===== src/rtl/day_calendar_counter.sv =====
// Day/month/year calendar driven by a one-cycle day tick, with validated date
// loading and registered month/year rollover strobes.
module day_calendar_counter #(
  parameter int DAYS_PER_MONTH  = 30,
  parameter int MONTHS_PER_YEAR = 12,
  parameter int YEAR_W          = 12,
  parameter int YEAR_RESET      = 2000
) (
  input  logic              clk,
  input  logic              rst_n,
  input  logic              start,
  input  logic              day_tick,
  input  logic              hold,
  input  logic              load_valid,
  input  logic [4:0]        ld_day,
  input  logic [3:0]        ld_mon,
  input  logic [YEAR_W-1:0] ld_year,
  output logic [4:0]        tod,
  output logic [3:0]        mon,
  output logic [YEAR_W-1:0] year,
  output logic              tod_valid,
  output logic              month_wrap,
  output logic              year_wrap,
  output logic              load_err
);

  typedef enum logic {UNSET = 1'b0, RUN = 1'b1} state_e;

  localparam logic [4:0]        LAST_DAY  = 5'(DAYS_PER_MONTH);
  localparam logic [3:0]        LAST_MON  = 4'(MONTHS_PER_YEAR);
  localparam logic [YEAR_W-1:0] YEAR_INIT = YEAR_W'(YEAR_RESET);

  state_e            state_q, state_d;
  logic [4:0]        tod_q, tod_d;
  logic [3:0]        mon_q, mon_d;
  logic [YEAR_W-1:0] year_q, year_d;
  logic              month_wrap_q, month_wrap_d;
  logic              year_wrap_q, year_wrap_d;
  logic              load_err_q, load_err_d;
  logic              load_ok;
  logic              mon_bad;

  always_comb begin
    state_d      = state_q;
    tod_d        = tod_q;
    mon_d        = mon_q;
    year_d       = year_q;
    month_wrap_d = 1'b0;
    year_wrap_d  = 1'b0;
    load_err_d   = 1'b0;
    load_ok      = (ld_day != 5'd0) && (ld_day <= LAST_DAY) &&
                   (ld_mon != 4'd0) && (ld_mon <= LAST_MON);
    mon_bad      = (mon_q == 4'd0) || (mon_q > LAST_MON);

    if (load_valid) begin
      // Any load request, good or bad, swallows a coincident tick and start.
      if (load_ok) begin
        tod_d   = ld_day;
        mon_d   = ld_mon;
        year_d  = ld_year;
        state_d = RUN;
      end else begin
        load_err_d = 1'b1;
      end
    end else begin
      if (start) state_d = RUN;
      if (state_q == RUN && day_tick && !hold) begin
        if (mon_bad) mon_d = 4'd1;
        if (tod_q == LAST_DAY) begin
          tod_d        = 5'd1;
          month_wrap_d = 1'b1;
          if (mon_q == LAST_MON) begin
            mon_d       = 4'd1;
            year_d      = year_q + YEAR_W'(1);
            year_wrap_d = 1'b1;
          end else if (!mon_bad) begin
            mon_d = mon_q + 4'd1;
          end
        end else if (tod_q == 5'd0 || tod_q > LAST_DAY) begin
          tod_d = 5'd1;
        end else begin
          tod_d = tod_q + 5'd1;
        end
      end
    end
  end

  always_ff @(posedge clk or negedge rst_n) begin
    if (!rst_n) begin
      state_q      <= UNSET;
      tod_q        <= 5'd1;
      mon_q        <= 4'd1;
      year_q       <= YEAR_INIT;
      month_wrap_q <= 1'b0;
      year_wrap_q  <= 1'b0;
      load_err_q   <= 1'b0;
    end else begin
      state_q      <= state_d;
      tod_q        <= tod_d;
      mon_q        <= mon_d;
      year_q       <= year_d;
      month_wrap_q <= month_wrap_d;
      year_wrap_q  <= year_wrap_d;
      load_err_q   <= load_err_d;
    end
  end

  assign tod        = tod_q;
  assign mon        = mon_q;
  assign year       = year_q;
  assign tod_valid  = (state_q == RUN);
  assign month_wrap = month_wrap_q;
  assign year_wrap  = year_wrap_q;
  assign load_err   = load_err_q;

endmodule

===== config.mk =====
export PLATFORM = sky130hd
export DESIGN_NAME = day_calendar_counter
export DESIGN_NICKNAME = d
export VERILOG_FILES = /design/src/rtl/day_calendar_counter.sv
export SDC_FILE = /design/constraint.sdc
export NUM_CORES = 1
export LEC_CHECK = 0
export BUFFER_PORTS_ARGS = -buffer_cell sky130_fd_sc_hd__buf_2
export CORE_MARGIN = 8
export CORE_UTILIZATION = 30
export DETAILED_ROUTE_END_ITERATION = 16
export SLEW_MARGIN = 0
export SYNTH_ARGS = -nofsm -noshare
export SYNTH_HDL_FRONTEND = slang
export SYNTH_SLANG_ARGS = --single-unit

===== constraint.sdc =====
create_clock -name clk -period 2.63 [get_ports clk]
set_input_delay 0.526 -clock clk [delete_from_list [all_inputs] [get_ports clk]]
set_output_delay 0.526 -clock clk [all_outputs]
set_load 0.1 [all_outputs]

==> Word level (Yosys, flattened, before mapping) <==
Index checks and enable logic that the tools add are counted.
{ "word_totals": {"register_bits": 25, "inputBits": 27, "out_inout_bits": 25, "elab_cells": 65} }
{ "classes": {"n_addsub": 3, "magnitude_cmp": 4, "n_eq_ne": 3, "mux": 29, "n_reduce_logical": 19} }
{ "op_table": {"columns": ["op", "count"], "rows": [
  ["2-to-1 mux 12 bit", 5],
  ["2-to-1 mux 4 bit", 7],
  ["2-to-1 mux 5 bit", 5],
  ["adder 12 x 1 -> 12 bit, second input constant", 1],
  ["2-to-1 mux 1 bit", 12],
  ["nonzero test 2 bit", 4],
  ["adder 5 x 1 -> 5 bit, second input constant", 1],
  ["equality test 5 bit, second input constant", 1],
  ["> comparator 5 bit, second input constant", 1],
  ["<= comparator 5 bit, second input constant", 1],
  ["logical AND 1 bit", 5],
  ["zero test 5 bit", 1],
  ["nonzero test 5 bit", 1],
  ["adder 4 x 1 -> 4 bit, second input constant", 1],
  ["equality test 4 bit, second input constant", 1],
  ["> comparator 4 bit, second input constant", 1],
  ["<= comparator 4 bit, second input constant", 1],
  ["zero test 4 bit", 1],
  ["AND reduction 2 bit", 2],
  ["AND reduction 4 bit", 1],
  ["nonzero test 4 bit", 1],
  ["logical OR 1 bit", 2],
  ["inequality test 2 x 1 -> 1 bit, second input constant", 1],
  ["zero test 1 bit", 1]
]} }

==> Longest topological paths before layout <==
Gate-level depths: netlist (run 1).
{ "depth": {"word_depth": 8, "mapped_depth": 8, "ltp_nobuf": 7} }

==> Worst setup path before layout (run 1) <==
Ideal clock, no wire load.
{ "synth_path": {"path_type": "register -> register", "start": "reg tod_q[1], in the netlist tod[1]", "end": "reg year_q[3], in the netlist year[3]", "setup_ps": 76, "arrival_ps": 2453, "required_time_ps": 2554, "path_slack_ps": 101, "stages_incl_launch_ff": 8, "path_buffers": 1, "period_less_slack_ps": 2529, "path_cell_list": "dfrtp_1 > ha_1 > nand4_4 > nor3_4 > o21bai_2 > buf_6 > o22ai_1 > a21oi_2"} }
{ "synth_via": {"elab_chain_len": 3} }
{ "synth_rtl": {"columns": ["item", "line_no", "source"], "rows": [
  ["start, declared", "34", "logic [4:0] tod_q, tod_d;"],
  ["start signal, assigned", "99", "tod_q <= tod_d;"],
  ["equality test 5 bit", "69", "if (tod_q == LAST_DAY) begin"],
  ["nonzero test 2 bit (no source line)", null, null],
  ["AND reduction 4 bit (no source line)", null, null],
  ["end signal, assigned", "101", "year_q <= year_d;"],
  ["end, declared", "36", "logic [YEAR_W-1:0] year_q, year_d;"]
]} }
Every way passes these cells.
A chain may end at the register's enable or synchronous reset.

==> Worst setup path in the final report (run 1) <==
{ "layout_path": {"start": "reg mon_q[1], in the netlist mon[1]", "end": "reg year_q[3], in the netlist year[3]"} }
{ "layout_via": {"elab_chain_len": 3} }
{ "layout_rtl": {"columns": ["item", "line_no", "source"], "rows": [
  ["start, declared", "35", "logic [3:0] mon_q, mon_d;"],
  ["start signal, assigned", "100", "mon_q <= mon_d;"],
  ["equality test 4 bit", "72", "if (mon_q == LAST_MON) begin"],
  ["nonzero test 2 bit (no source line)", null, null],
  ["AND reduction 4 bit (no source line)", null, null]
]} }
Every way passes these cells.

==> key figures, run 1 <==
Clocking
  • PostCTS Resize Cnt: 0
  • Post-CTS setup buffers: 0
  • CTS Buffer Depth: 2
  • Clock sinks: 25
  • CTS Root Cell: clkbuf_8
  • Cts bufs inserted: 3
  • Clock Pin Slew Worst Setup and Hold Paths: 0.10 ns
  • Number of buffers inserted by hold repair at cts: 0
  • Clk Latency, worst-skew pair: 0.27 ns
  • Htree depth: 1
  • TritonCTS clock tree: yes

Die
  • Die W: 90.5 µm
  • Die height: 90.5 µm
  • Area of the die: 8200 µm²
  • Num rows: 27
  • Area of the core: 5440 µm²
  • Initial Util: 30.6%
  • Top Ports: 52

Route
  • Vias per cell: 5.40
  • Routed Antenna Nets: 0
  • 1st-iter DRT viols: 62
  • Final wirelength: 4690 µm
  • DRC: 0
  • Drt first pass iters: 4
  • Wire per inst: 16.1 µm
  • Via count: 1,577

Run
  • Max cap viols: 0

Synthesis
  • Number of synthesized flops with an enable pin: 0
  • Sequential fraction of the synthesis area: 38.1%
  • Syn_nets: 203
  • Mapped Area: 1670 µm²
  • Synthesized instance count: 170
  • Count of different cell masters after synthesis: 49
  • Post-synth top flop: dfrtp_1
  • Avg Cell Area, Syn: 9.80 µm²
  • Post-synth ARST share: 100%
  • Ys Warns: 0
  • Register bit total from synthesis: 25

Finish
  • Layout Nets: 254
  • ANT cells: 0
  • Post-layout instance area: 2030 µm²
  • Filler cells: 588
  • Layout cells sized above 1: 38.6%
  • Final Util: 37.4%
  • Area grow syn2layout: 21.9%

Setup path
  • Worst R2R Start: mon[1]
  • Critical-path maximum fanout: 12
  • Largest stage delay, worst path: 0.44 ns
  • CP Capture Type: flop
  • R2R depth: 7
  • R2R Path End: year[3]
  • Crit path max-delay cell type: dfrtp_1
  • Crit-path cells: inv_1 -> ha_1 -> nand3_1 -> nor3_4 -> o21bai_2 -> o22ai_1 -> a21oi_2
  • Worst path arrival time: 2.29 ns
  • Worst reg-to-reg setup slack: 0.55 ns
  • Data required time of the worst path: 2.84 ns
  • CP Launch Type: flop
  • Critical path class: flop to flop

Pwr
  • PwrDens: 851 nW/µm²
  • Clock share of power: 14.0%
  • Pleak: 0.877 nW
  • Share of power burned in registers: 34.0%
  • P_int: 0.765 mW
  • Combinational fraction of design power: 52.0%
  • Sw Pwr: 0.964 mW
  • Max VDD drop: 0.672 mV
  • Switch share: 55.8%

Timing
  • Setup TNS: 0 ns
  • Rel. slew slack: 60.9%
  • Endpoints failing hold: 0
  • Clock skew: 0.00841 ns
  • Final setup viols: 0
  • RSZ-0062 raised after global routing: no
  • Tcrit/Tclk final: 79.0%
  • Min cycle time layout: 2.08 ns
  • Actual slew at the worst max-slew pin: 0.587 ns
  • Maximum clock rate: 481 MHz
  • Fin. max-slew vios: 0

Placement
  • Placed cell area: 1980 µm²
  • PortBufs: 51
  • HPWL Detailed: 3550 µm
  • GP Congestion: 0.842

Global routing
  • Initial antenna violation count: 0
  • Number of global-route vias before repair: 1,608
  • Grt ovf: 0
  • Pin count of the biggest net entering global routing: 26
  • Global-route wire length before repair: 8050 µm
  • Gr usage total: 11.6%

Hold path
  • Worst Hold Class: input pin to asynchronous set/reset pin

Status
  • Status: completed
[logic make-up (layout without fill, tap and decap cells)]
group                      after synthesis  after routing  share of synthesized area, %
adders and majority gates                6              6                          4.50
DFF                                     25             25                          38.1
buffers and inverters                   15             65                          4.65
muxes                                    3              3                          1.88
AOI/OAI and AO/OA                       59             59                          26.1
xor gates and xnor gates                 7              7                          3.68
and+or+nand+nor                         55             55                          21.1
[stage by stage]
| step | total power, mW | worst slack [ns] | instances | hold WS [ns] |
|---|---|---|---|---|
| after CTS | 1.74 | 0.523 | 292 | 0.262 |
| after detailed placement | 1.49 | 0.523 | 288 | 0.511 |
| after global placement | 1.49 | 0.492 | 288 | 0.509 |
| after global routing | 1.83 | 0.315 | 292 | 0.288 |
| final | 1.73 | 0.553 | 292 | 0.240 |
| after floorplan | 1.33 | 0.101 | 170 | 0.230 |
[power by group through the flow]
stage / sequential (mW) / combinational (mW) / clock, mW
global placement: 0.594 / 0.899 / 0
floorplan: 1.07 / 0.255 / 0
CTS: 0.587 / 0.904 / 0.253
global route: 0.601 / 0.955 / 0.270
finish: 0.588 / 0.898 / 0.242
detailed placement: 0.591 / 0.903 / 0
[synthesized netlist by cell type (all sizes together), types with 4 or more instances]
library cell	n	area [µm²]
nor2	7	26.3
ha	6	75.1
clkbuf	4	16.3
a21oi	11	81.3
xor2	5	43.8
inv	7	26.3
nand2	15	63.8
nand4	5	46.3
buf	4	35.0
nand3	9	45.0
a31oi	7	43.8
dfstp	8	210
nor3	4	41.3
dfrtp	17	425
and3	5	31.3
o21ai	6	30.0
o22ai	10	62.6
a22o	4	35.0
[area by class of cell]
class | instances | area [µm²] | share of cell area, %
clock buffers | 3 | 41.3 | 2.03
clock inverters | 1 | 7.51 | 0.369
inverters | 7 | 26.3 | 1.29
multi-input cells | 130 | 953 | 46.9
flip-flops and latches | 25 | 636 | 31.3
well taps | 72 | 90.1 | 4.43
repair buffers | 54 | 278 | 13.7
[worst max-delay path by stage]
stage,slack (ns),depth (start not counted),endpoint,startpoint
6_report,0.55,7,year[3],mon[1]
3_3_place_gp,0.49,5,year[4],ld_day[3]
5_1_grt,0.31,7,year[9],mon[1]
3_5_place_dp,0.52,6,year[3],ld_day[3]
2_1_floorplan,0.10,7,year[3],tod[1]
4_1_cts,0.52,7,year[3],mon[1]
[registers in the layout (all words and copies together), names as in the netlist]
name	flops
load_err	1
year	12
year_wrap	1
tod	5
tod_valid	1
month_wrap	1
mon	4
[critical path: cells and delay by family, from the launching register on]
kind / cells / cell delay [ns]
adder cells (fa/ha/maj): 1 / 0.22
flip-flops: 1 / 0.44
AND/OR/NAND/NOR: 2 / 0.62
buffers and inverters: 1 / 0.08
AO/OA/AOI/OAI: 3 / 0.66
[cells in the final DEF (no fill, tap or decap), types with 4 or more instances in the layout]
cell     count
dfrtp_1     17
xor2_1       5
and3_1       5
inv_1        6
nand2_1     14
o22ai_1     10
nand4_1      4
ha_1         6
nand3_1      9
buf_2       51
o21ai_0      6
a31oi_1      7
dfstp_2      8
a21oi_2      7
a21oi_1      4
nor2_1       7
a22o_1       4
[routing by layer]
metal	track usage (%)	vias up	part of all wire, %
met3	3.57	4	6.1
met4	2.36	0	0.72
met5	0	-	0
met1	15.4	760	48
li1	-	764	-
met2	18.1	49	45
No activity file was read; power rests on OpenSTA's default activity.
==> inputs of run 2 (changes only) <==
==> constraint.sdc (replaced) <==
create_clock -name clk -period 1.9 [get_ports clk]
set_input_delay 0.38 -clock clk [delete_from_list [all_inputs] [get_ports clk]]
set_output_delay 0.38 -clock clk [all_outputs]
set_load 0.1 [all_outputs]
==> run 2 against run 1 <==
  * Die area unchanged
  * Highest routed layer unchanged
  * First-iteration DRC count grew 42%
  * Worst setup slack worse by 0.52 ns
  * Critical path depth increased by 2
  * Non-clock buffer count is 20 higher
  * Sequential power is 45% higher
  * Critical endpoint is now year[4]
  * Via count grew 5.5%
  * Power is 47% higher
  * Combinational power is 48% higher
==> key figures, run 2 (synthesized netlist as in run 1, its figures left out) <==
Clocking
  • Clock Pin Slew Worst Setup and Hold Paths: 0.10 ns (about the same)
  • Htree depth: 1 (unchanged)
  • TritonCTS clock tree: yes (unchanged)
  • Number of buffers inserted by hold repair at cts: 0 (unchanged)
  • Clk Latency, worst-skew pair: 0.28 ns (was 0.27 ns)
  • Clock sinks: 25 (unchanged)
  • Cts bufs inserted: 3 (unchanged)
  • CTS Buffer Depth: 2 (unchanged)
  • CTS Root Cell: clkbuf_8 (unchanged)

Route
  • Drt first pass iters: 4 (unchanged)
  • Vias per cell: 5.31 (was 5.40)
  • Routed Antenna Nets: 0 (unchanged)
  • Final wirelength: 5170 µm (was 4690 µm)
  • DRC: 0 (unchanged)
  • Via count: 1,663 (was 1,577)
  • 1st-iter DRT viols: 88 (was 62)
  • Wire per inst: 16.5 µm (was 16.1 µm)

Timing
  • Fin. max-slew vios: 0 (unchanged)
  • Tcrit/Tclk final: 98.1% (was 79.0%)
  • Rel. slew slack: 59.9% (was 60.9%)
  • RSZ-0062 raised after global routing: yes (was no)
  • Final setup viols: 0 (unchanged)
  • Min cycle time layout: 1.86 ns (was 2.08 ns)
  • Actual slew at the worst max-slew pin: 0.602 ns (was 0.587 ns)
  • Maximum clock rate: 536 MHz (was 481 MHz)
  • Endpoints failing hold: 0 (unchanged)
  • Clock skew: 0.00282 ns (was 0.00841 ns)
  • Setup TNS: 0 ns (unchanged)
  • Hold Worst Slack: 0.0909 ns (was 0.240 ns)

Setup path
  • Crit-path cells: inv_4 -> ha_4 -> nand4_4 -> buf_6 -> nor4_4 -> buf_4 -> a211oi_1 -> a31oi_1 -> o221a_2 (was inv_1 -> ha_1 -> nand3_1 -> nor3_4 -> o21bai_2 -> o22ai_1 -> a21oi_2)
  • Critical-path maximum fanout: 7 (was 12)
  • Data required time of the worst path: 2.13 ns (was 2.84 ns)
  • CP Capture Type: flop (unchanged)
  • Crit path max-delay cell type: dfstp_4 (was dfrtp_1)
  • Critical path class: flop to flop (unchanged)
  • Worst path arrival time: 2.10 ns (was 2.29 ns)
  • CP Launch Type: flop (unchanged)
  • Largest stage delay, worst path: 0.50 ns (was 0.44 ns)

Placement
  • Placed cell area: 2200 µm² (was 1980 µm²)
  • PortBufs: 51 (unchanged)
  • HPWL Detailed: 3800 µm (was 3550 µm)
  • GP Congestion: 0.783 (was 0.842)

Global routing
  • Number of global-route vias before repair: 1,636 (was 1,608)
  • Grt ovf: 0 (unchanged)
  • Initial antenna violation count: 0 (unchanged)
  • Gr usage total: 12.2% (was 11.6%)
  • Global-route wire length before repair: 8220 µm (was 8050 µm)
  • Pin count of the biggest net entering global routing: 26 (unchanged)

Finish
  • Layout Nets: 275 (was 254)
  • Most common cell after layout, fill and taps aside: buf_2 (unchanged)
  • Max reg flops: 12 (unchanged)
  • Area grow syn2layout: 38.8% (was 21.9%)
  • Final Util: 42.5% (was 37.4%)
  • ANT cells: 0 (unchanged)
  • Most frequent cells in the layout: 51 x buf_2, 21 x buf_4, 14 x nand2_1 (was 51 x buf_2, 17 x dfrtp_1, 14 x nand2_1)
  • Layout cells sized above 1: 52.7% (was 38.6%)
  • Post-layout instance area: 2310 µm² (was 2030 µm²)

Run
  • Max cap viols: 0 (unchanged)

Die
  • Area of the die: 8200 µm² (unchanged)
  • Initial Util: 30.6% (unchanged)
  • Num rows: 27 (unchanged)
  • Die height: 90.5 µm (unchanged)
  • Area of the core: 5440 µm² (unchanged)
  • Die W: 90.5 µm (unchanged)
  • Top Ports: 52 (unchanged)

Pwr
  • PwrDens: 1100 nW/µm² (was 851 nW/µm²)
  • Max VDD drop: 0.549 mV (was 0.672 mV)
  • Pleak: 0.987 nW (was 0.877 nW)

Status
  • Status: completed (unchanged)

Hold path
  • Worst Hold Class: input pin to asynchronous set/reset pin (unchanged)
run 2: changes by cell type in the layout (fill, tap and decap cells not counted), moves of 3 or more:
cell / previous run / this run
dfrtp_1: 17 / 4
inv_1: 6 / 3
dfstp_4: 0 / 3
buf_4: 3 / 21
dfstp_2: 8 / 5
dfrtp_4: 0 / 6
dfrtp_2: 0 / 7
run 2: critical path, delay by kind of cell, from the launching register on:
| kind | cells | cell delay [ns] |
|---|---|---|
| compound gates | 3 | 0.46 |
| simple gates | 2 | 0.27 |
| buf+inv | 3 | 0.43 |
| fa+ha+maj | 1 | 0.15 |
| flops | 1 | 0.50 |
run 2: layout make-up:
type	count	area, µm²
timing repair buffer	74	435
sequential	25	678
clock buffer	3	41.3
fill	543	3130
clock inverter	1	8.76
tap	72	90.1
inverter	7	28.8
multi-input combinational	131	1030
run 2: per-layer routing:
metal / vias up / global-route usage, % / part of all wire, %
li1: 812 / - / -
met1: 802 / 15.6 / 45
met4: 0 / 3.88 / 1.3
met5: - / 0 / 0
met3: 6 / 2.00 / 4.6
met2: 43 / 20.2 / 49
run 2: worst paths after layout:
path	startpoint	end	slack, ns	depth (start not counted)
worst max-delay path	tod[0]	year[4]	0.04	9
worst min-delay path	rst_n	year_wrap	0.09	1
worst max register to register	tod[0]	year[4]	0.04	9
worst min register to register	tod_valid	tod_valid	0.55	2
max in group asynchronous	rst_n	mon[2]	1.36	1
min in group clk	start	tod_valid	0.31	3
run 2: where the power goes:
part | leakage [nW] | internal, mW | switching (mW)
clock | 0.0261 | 0.154 | 0.206
sequential | 0.276 | 0.683 | 0.167
combinational | 0.686 | 0.309 | 1.02
run 2: what timing repair did:
item                       4_1_cts  5_1_grt
setup endpoints to repair        0        4
setup buffers                    0        6
gates resized for setup          0        2
run 2: metrics by stage:
step | worst slack [ns] | total power, mW | cells
floorplan | -0.0265 | 1.92 | 170
global placement | -0.0297 | 2.18 | 302
detailed placement | -0.0658 | 2.19 | 302
CTS | 0.0946 | 2.54 | 306
global route | -0.0342 | 2.66 | 313
finish | 0.0355 | 2.54 | 313
==> inputs of run 3 (changes only) <==
--- a/config.mk
+++ b/config.mk
@@ -7,8 +7,9 @@
 export LEC_CHECK = 0
 export BUFFER_PORTS_ARGS = -buffer_cell sky130_fd_sc_hd__buf_2
 export CORE_MARGIN = 8
-export CORE_UTILIZATION = 30
+export CORE_UTILIZATION = 41
 export DETAILED_ROUTE_END_ITERATION = 16
+export PLACE_DENSITY = 0.66
 export SLEW_MARGIN = 0
 export SYNTH_ARGS = -nofsm -noshare
 export SYNTH_HDL_FRONTEND = slang
==> constraint.sdc (replaced) <==
create_clock -name clk -period 2 [get_ports clk]
set_input_delay 0.4 -clock clk [delete_from_list [all_inputs] [get_ports clk]]
set_output_delay 0.4 -clock clk [all_outputs]
set_load 0.1 [all_outputs]
==> run 3 against run 2 <==
  * Core utilization grew 11 points
  * Die area shrank 22%
  * Critical path depth shrank 1
  * Highest routed layer unchanged
  * Critical endpoint is now year[6]
==> key figures, run 3 (synthesized netlist as in run 1, its figures left out) <==
Route
  • Wire per inst: 16.4 µm (was 16.5 µm)
  • DRC: 0 (unchanged)
  • Vias per cell: 5.70 (was 5.31)
  • Via count: 1,584 (was 1,663)
  • Routed Antenna Nets: 0 (unchanged)
  • DR WL met3: 307 µm (was 237 µm)
  • Uppermost layer routed: met4 (unchanged)
  • Met2 WL: 2150 µm (was 2560 µm)
  • Drt first pass iters: 4 (unchanged)
  • 1st-iter DRT viols: 137 (was 88)
  • WL met1: 2030 µm (was 2310 µm)
  • Final wirelength: 4550 µm (was 5170 µm)

Setup path
  • Data required time of the worst path: 2.22 ns (was 2.13 ns)
  • Critical path class: flop to flop (unchanged)
  • Critical-path maximum fanout: 7 (unchanged)
  • Worst reg-to-reg setup slack: 0.13 ns (was 0.04 ns)
  • Worst path arrival time: 2.09 ns (was 2.10 ns)
  • CP Launch Type: flop (unchanged)
  • CP Capture Type: flop (unchanged)

Die
  • Initial Util: 42.3% (was 30.6%)
  • Top Ports: 52 (unchanged)
  • Num rows: 23 (was 27)
  • Area of the die: 6360 µm² (was 8200 µm²)
  • Die height: 79.8 µm (was 90.5 µm)
  • Die W: 79.8 µm (was 90.5 µm)
  • Area of the core: 3940 µm² (was 5440 µm²)

Finish
  • Most frequent cells in the layout: 51 x buf_2, 14 x nand2_1, 11 x dfrtp_2, 11 x buf_4, 10 x o22ai_1 (was 51 x buf_2, 21 x buf_4, 14 x nand2_1)
  • Filler cells: 378 (was 543)
  • ANT cells: 0 (unchanged)
  • Most common cell after layout, fill and taps aside: buf_2 (unchanged)
  • Post-layout instance area: 2110 µm² (was 2310 µm²)
  • Area grow syn2layout: 26.9% (was 38.8%)
  • Layout cells sized above 1: 47.8% (was 52.7%)
  • Layout Nets: 262 (was 275)
  • Max reg flops: 12 (unchanged)

Timing
  • Endpoints failing hold: 0 (unchanged)
  • Rel. slew slack: 60.6% (was 59.9%)
  • RSZ-0062 raised after global routing: no (was yes)
  • Setup TNS: 0 ns (unchanged)
  • Clock skew: 0.00164 ns (was 0.00282 ns)
  • Tcrit/Tclk final: 93.4% (was 98.1%)
  • Fin. max-slew vios: 0 (unchanged)
  • Final setup viols: 0 (unchanged)
  • Setup WS post-layout: 0.133 ns (was 0.0355 ns)
  • Actual slew at the worst max-slew pin: 0.591 ns (was 0.602 ns)
  • Maximum clock rate: 536 MHz (about the same)
  • Hold Worst Slack: 0.116 ns (was 0.0909 ns)
  • Min cycle time layout: 1.87 ns (was 1.86 ns)

Global routing
  • Global-route wire length before repair: 7980 µm (was 8220 µm)
  • Pin count of the biggest net entering global routing: 26 (unchanged)
  • Initial antenna violation count: 0 (unchanged)
  • Grt ovf: 0 (unchanged)
  • Gr usage total: 15.3% (was 12.2%)
  • Number of global-route vias before repair: 1,664 (was 1,636)

Placement
  • HPWL Detailed: 3330 µm (was 3800 µm)
  • Placed cell area: 2060 µm² (was 2200 µm²)
  • PortBufs: 51 (unchanged)
  • GP Congestion: 0.795 (was 0.783)
  • Pre-CTS setup slack: 0.0325 ns (was -0.0658 ns)

Pwr
  • Pleak: 0.904 nW (was 0.987 nW)
  • Power Total: 2.31 mW (was 2.54 mW)
  • Max VDD drop: 0.732 mV (was 0.549 mV)
  • PwrDens: 1090 nW/µm² (was 1100 nW/µm²)

Clocking
  • CTS Buffer Depth: 2 (unchanged)
  • Htree depth: 1 (unchanged)
  • TritonCTS clock tree: yes (unchanged)
  • CTS Root Cell: clkbuf_8 (unchanged)
  • Number of buffers inserted by hold repair at cts: 0 (unchanged)
  • Clk Latency, worst-skew pair: 0.27 ns (was 0.28 ns)
  • Cts bufs inserted: 3 (unchanged)
  • Clock sinks: 25 (unchanged)
  • Clock Pin Slew Worst Setup and Hold Paths: 0.09 ns (was 0.10 ns)

Status
  • Status: completed (unchanged)

Run
  • Max cap viols: 0 (unchanged)

Hold path
  • Worst Hold Class: input pin to asynchronous set/reset pin (unchanged)
## run 3: changes by cell type in the layout (fill, tap and decap cells not counted), sizes merged
cell / before / now
clkbuf: 3 / 4
inv: 8 / 7
o21bai: 3 / 2
buf: 74 / 62
## run 3: power by group
group	leakage, nW	switching (mW)	internal (mW)
Combinational	0.607	0.941	0.262
Clock	0.0228	0.168	0.143
Sequential	0.274	0.157	0.641
Total	0.904	1.27	1.05
## run 3: through the flow
stage               util (%)  cells
floorplan                  -    170
global placement        52.3    273
detailed placement      52.3    273
CTS                     53.4    277
global route            53.6    278
finish                  53.6    278
## run 3: critical path, stage by stage (launching register included)
cell	delay [ns]
dfstp_4	0.49
inv_2	0.08
ha_2	0.22
nand4_4	0.17
nor4_4	0.23
buf_4	0.19
a211oi_1	0.08
a31oi_1	0.17
o221a_2	0.20
## run 3: repair_timing
action                     in CTS  in global routing
buffers inserted                0                  1
resized for setup               0                  0
setup endpoints to repair       0                  3
hold endpoints to repair        0                  0
## run 3: layout make-up
cell class              instances  area, µm²  area share, %
clock buffers                   4       45.0           2.13
inverters                       7       26.3           1.24
multi-input cells             130        978           46.3
flip-flops and latches         25        664           31.4
well taps                      50       62.6           2.96
repair buffers                 62        338           16.0
## run 3: path summary, 6_finish.rpt
kind	from	end	depth (start not counted)
hold / removal	rst_n	year[0]	1
min in group clk	start	tod_valid	3
max in group asynchronous	rst_n	mon[1]	1
setup / recovery	tod[0]	year[6]	8
setup reg to reg	tod[0]	year[6]	8
hold reg to reg	tod_valid	tod_valid	2
## run 3: metal layers
layer  global-route usage [%]  up-vias
met4                     4.91        0
met5                        0        -
met3                     2.70        5
li1                         -      781
met1                     20.1      741
met2                     24.6       57
